===== config.mk =====
export PLATFORM = sky130hd
export DESIGN_NAME = reg_file_flat
export DESIGN_NICKNAME = d
export VERILOG_FILES = /design/src/rtl/reg_file_if.sv /design/src/rtl/reg_file.sv /design/src/flat_wrapper.sv
export SDC_FILE = /design/constraint.sdc
export NUM_CORES = 2
export LEC_CHECK = 0
export BUFFER_PORTS_ARGS = -buffer_cell sky130_fd_sc_hd__buf_2
export CORE_MARGIN = 4
export CORE_UTILIZATION = 65
export CTS_CLUSTER_DIAMETER = 100
export DETAILED_ROUTE_END_ITERATION = 10
export PLACE_DENSITY_LB_ADDON = 0.25
export SYNTH_ARGS = -nofsm -noshare
export SYNTH_HDL_FRONTEND = slang
export SYNTH_SLANG_ARGS = --single-unit
export TNS_END_PERCENT = 30

===== constraint.sdc =====
create_clock -name clk -period 4.8 [get_ports clk]
set_clock_uncertainty 0.2 [all_clocks]
set_input_delay 1.2 -clock clk [delete_from_list [all_inputs] [get_ports clk]]
set_output_delay 1.2 -clock clk [all_outputs]
set_load 0.005 [all_outputs]

===== src/rtl/reg_file_if.sv =====
// Bus bundle for the three-port register file: one write port and two
// combinational read ports. The datapath side uses the master modport, the
// register file itself uses the slave modport.
//
// Handshake: there is no valid/ready pair on this bus. A write is offered by
// holding we=1 with waddr/wdata stable around the falling edge of clk and is
// always accepted on that edge. Reads are unconditional and combinational:
// rdataN follows raddrN and the addressed register with zero latency.
interface reg_file_if #(
    parameter int WIDTH = 32,
    parameter int AW    = 5
);
    logic             we;
    logic [AW-1:0]    waddr;
    logic [WIDTH-1:0] wdata;
    logic [AW-1:0]    raddr1;
    logic [AW-1:0]    raddr2;
    logic [WIDTH-1:0] rdata1;
    logic [WIDTH-1:0] rdata2;

    modport master (
        output we,
        output waddr,
        output wdata,
        output raddr1,
        output raddr2,
        input  rdata1,
        input  rdata2
    );

    modport slave (
        input  we,
        input  waddr,
        input  wdata,
        input  raddr1,
        input  raddr2,
        output rdata1,
        output rdata2
    );
endinterface


===== src/rtl/reg_file.sv =====
// Three-port register file for the single-cycle datapath.
// Registers 1..NREG-1 are falling-edge, enable-gated flops, so a write
// committed mid-cycle is visible to the combinational read muxes in the
// second half of the same cycle without any forwarding path. Index 0 has no
// storage and always reads zero; writes to it fall on the floor.
module reg_file #(
    parameter int WIDTH = 32,
    parameter int NREG  = 32,
    parameter int AW    = 5
) (
    input  logic        clk,
    input  logic        rst_n,
    reg_file_if.slave   bus
);

    logic [AW-1:0]    w_waddr;
    logic [AW-1:0]    w_raddr1;
    logic [AW-1:0]    w_raddr2;
    logic [WIDTH-1:0] w_rd_vec [NREG];

    assign w_waddr  = bus.waddr;
    assign w_raddr1 = bus.raddr1;
    assign w_raddr2 = bus.raddr2;

    // Index 0 is the hardwired zero register: a constant mux leg, no flop.
    assign w_rd_vec[0] = '0;

    genvar gi;
    for (gi = 1; gi < NREG; gi++) begin : g_reg
        logic             w_en;
        logic [WIDTH-1:0] r_q;

        // One-hot decode leg for this index, qualified by we. With we low the
        // address and data values cannot reach any enable.
        assign w_en = bus.we & (w_waddr == AW'(gi));

        // Falling-edge storage with async clear; a falling edge that lands
        // while rst_n is still low takes the clear branch, dropping the write.
        always_ff @(negedge clk or negedge rst_n) begin
            if (!rst_n) begin
                r_q <= '0;
            end else if (w_en) begin
                r_q <= bus.wdata;
            end
        end

        assign w_rd_vec[gi] = r_q;
    end

    // Two independent NREG:1 read muxes; both ports may select the same entry.
    assign bus.rdata1 = w_rd_vec[w_raddr1];
    assign bus.rdata2 = w_rd_vec[w_raddr2];

endmodule


===== src/flat_wrapper.sv =====
// flat-port wrapper written by rule: the top's interface ports become plain ports
module reg_file_flat 
#(
    parameter int WIDTH = 32,
    parameter int NREG  = 32,
    parameter int AW    = 5
)
  (clk, rst_n, bus_we, bus_waddr, bus_wdata, bus_raddr1, bus_raddr2, bus_rdata1, bus_rdata2);
  reg_file_if #(.WIDTH(WIDTH), .AW(AW)) bus_i ();
  input  logic clk;
  input  logic rst_n;
  input wire logic [$bits(bus_i.we)-1:0] bus_we;
  input wire logic [$bits(bus_i.waddr)-1:0] bus_waddr;
  input wire logic [$bits(bus_i.wdata)-1:0] bus_wdata;
  input wire logic [$bits(bus_i.raddr1)-1:0] bus_raddr1;
  input wire logic [$bits(bus_i.raddr2)-1:0] bus_raddr2;
  output wire logic [$bits(bus_i.rdata1)-1:0] bus_rdata1;
  output wire logic [$bits(bus_i.rdata2)-1:0] bus_rdata2;
  assign bus_i.we = bus_we;
  assign bus_i.waddr = bus_waddr;
  assign bus_i.wdata = bus_wdata;
  assign bus_i.raddr1 = bus_raddr1;
  assign bus_i.raddr2 = bus_raddr2;
  assign bus_rdata1 = bus_i.rdata1;
  assign bus_rdata2 = bus_i.rdata2;
  reg_file #(.WIDTH(WIDTH), .NREG(NREG), .AW(AW)) u_core (.clk(clk), .rst_n(rst_n), .bus(bus_i));
endmodule

==> metrics.csv <==
metric;value;unit
sequential share of the synthesized area;46.69;%
synth warn;0;
Max Slew Vio Count;0;
Std-Cell Core Area;80810;sq um
ratio of cells with drive above 1 in the final layout;56.41;%
CTS Sinks;992;
number of global-route vias before repair;39530;
die width;294.0;um
Arrival @ worst endpoint;4.72;ns
vias;36810;
Synth area leaders;dfrtn_1 (47%), mux2_2 (22%), mux4_2 (16%);
unrepaired setup endpoints after global routing;yes;
CTS tree;built;
H-Tree Depth;3;
cts bufs inserted;104;
Lkg Pwr;27.14;nW
Global Route Usage Sum;39.22;%
I/O Pins;114;
WP data required;3.40;ns
floorplan row count;104;
max_slew headroom;12.04;%
first-pass GRT wire length;252200;um
largest family of logic cells by synthesized area;multiplexers;
die area;86430;sq um
maximum fanout along the worst path;2;
synthesized instance count;3637;
Vias per Instance;7.517;
syn_area_per_cell;14.62;sq um
nets@finish;3791;
Setup violations, final;64;
Initial Util;65.79;%
outcome;complete, but fails checks;
Setup crit end kind;primary output;
post-synthesis compound-gate area fraction;6.326;%
worst skew pair latency;0.62;ns
largest net degree at the start of global routing;78;
failing checks;negative setup slack;
area of the multi-input gates;27260;sq um
clock buffer depth;3;
Synth Cell Area;53160;sq um
root buf cell;clkbuf_16;
worst setup margin;-1.318;ns
Fill cells;4592;
Hold Path Depth;1;
initial antenna violation count;9;
1st-iter DRT viols;3840;
Chip Height;294.0;um
Core Util, Final;76.30;%
max-cap viol count;0;
Worst R2R Path Depth;3;
per-cell routed wire length;34.38;um
WHS;0.2615;ns
Hold Crit Class;reg2reg;
max FFs per register;992;
biggest registers after layout;u_core.g.r_q: 992 flops;
fraction of synthesized area in multiplexers;41.65;%
drt pass-1 iters;8;
Power, Total;25.79;mW
Final ANT Viol Nets;0;
final WL;168300;um
Port Buffers;113;
Worst-Margin Slew;1.317;ns
total negative slack;-74.68;ns
share of the synthesized area in the top cell type;46.69;%
detailed placement HPWL;104700;um
Synth cell types;31;
Yosys top cell by area;dfrtn_1;
clk slew on worst S/H paths;0.05;ns
Reg with most FFs;u_core.g.r_q;
final hold viol count;0;
syn_nets;3687;
adder-cell share of the synthesized area;0;%
flip-flop and latch area;24820;sq um
XOR/XNOR Fraction of Synth Area;0;%
total grt overflow;0;
Synth-to-Final Area Change;15.98;%
DRC violation count after routing;0;
post-synthesis simple-gate area fraction;1.803;%
crit start category;flip-flop;
start point of the critical path;u_core.g_reg[28].r_q[6]$_DFFE_NN0P_;
Hold Startpoint;u_core.g_reg[13].r_q[17]$_DFFE_NN0P_;
r2r startpoint;u_core.g_reg[31].r_q[22]$_DFFE_NN0P_;
Placer Congestion;0.9201;
WS Path Type;reg2out;
P per Cell Area;418.2;nW/um^2
Max VDD drop;331.6;uV
register bit total from synthesis;992;
worst paths after layout:
kind / end / slack, ns
worst max-delay path: bus_rdata1[6] / -1.32
worst min-delay path: u_core.g_reg[13].r_q[17]$_DFFE_NN0P_ / 0.26
worst max register to register: u_core.g_reg[31].r_q[22]$_DFFE_NN0P_ / 3.56
worst min register to register: u_core.g_reg[13].r_q[17]$_DFFE_NN0P_ / 0.26
max in group asynchronous: u_core.g_reg[28].r_q[17]$_DFFE_NN0P_ / 0.98
min in group asynchronous: u_core.g_reg[28].r_q[25]$_DFFE_NN0P_ / 2.53
synthesized netlist by cell type (all sizes together):
cell and n:
nand2b 7, nor3 3, mux4 384, nand4b 3
inv 2, nand3 1, nor4 1, a211oi 64
buf 192, clkbuf 214, o22ai 64, mux2 1056
a22o 192, nor2 15, and2 34, nand4 1
and3 32, nand2 79, or3 1, mux2i 160
nor3b 2, o21ai 64, nor2b 10, o31ai 64
dfrtn 992
layout make-up:
class | count | area share, %
clock buffers | 154 | 5.134
multi-input cells | 2237 | 44.22
repair buffers | 404 | 7.287
diodes | 7 | 0.02841
well taps | 1060 | 2.151
flip-flops and latches | 992 | 40.26
inverters | 2 | 0.01420
clock inverters | 40 | 0.9091
timing repair:
action,CTS,global route
pin swaps,46,43
resized for setup,76,40
hold endpoints to repair,0,0
hold buffers,0,0
setup endpoints to repair,64,132
setup buffers,2,8
cells in the final DEF, fill, tap and decap left out, drive strengths merged:
cell | Yosys | layout
buf | 192 | 403
nand3 | 1 | 1
clkbuf | 214 | 155
and2 | 34 | 34
and3 | 32 | 32
nor2b | 10 | 10
dfrtn | 992 | 992
a22o | 192 | 192
nor3 | 3 | 3
inv | 2 | 3
mux2 | 1056 | 1056
bufinv | 0 | 13
o22ai | 64 | 64
o31ai | 64 | 64
clkinvlp | 0 | 4
nand2 | 79 | 79
or3 | 1 | 1
clkinv | 0 | 22
nor2 | 15 | 15
nand4b | 3 | 3
nor3b | 2 | 2
mux2i | 160 | 160
a211oi | 64 | 64
nand2b | 7 | 7
mux4 | 384 | 384
o21ai | 64 | 64
nor4 | 1 | 1
diode | 0 | 7
nand4 | 1 | 1
critical path, cell delays in order, from the launching register on:
cell	delay, ns
dfrtn_1	0.36
buf_6	0.12
mux4_2	0.44
a22o_1	0.23
o21ai_2	0.20
o31ai_4	0.17
buf_2	0.17
logic make-up after synthesis:
logic type      after synthesis
simple gates                189
flops                       992
mux                        1600
compound gates              448
buf+inv                     408
stage by stage:
stage          instance area, sq um  setup slack [ns]  instances
2_1_floorplan                 53420           -0.3231       3637
3_3_place_gp                  57340           -0.8563       4689
3_5_place_dp                  57340           -0.8844       4689
4_1_cts                       61420            -1.287       4883
5_1_grt                       61650            -1.338       4891
6_report                      61660            -1.318       4896
power breakdown:
part	switching [mW]	internal, mW	total (mW)
Clock	3.47	5.26	8.73
Sequential	1.34	10.2	11.5
Combinational	2.26	3.28	5.55
Total	7.07	18.7	25.8
per-layer routing:
layer  GRT usage (%)  part of all wire (%)
met1           50.68                    36
met2           60.40                    47
met3           11.31                    11
met4           22.07                   6.3
met5               0                 0.016
Power figures use the tool's default switching activity.
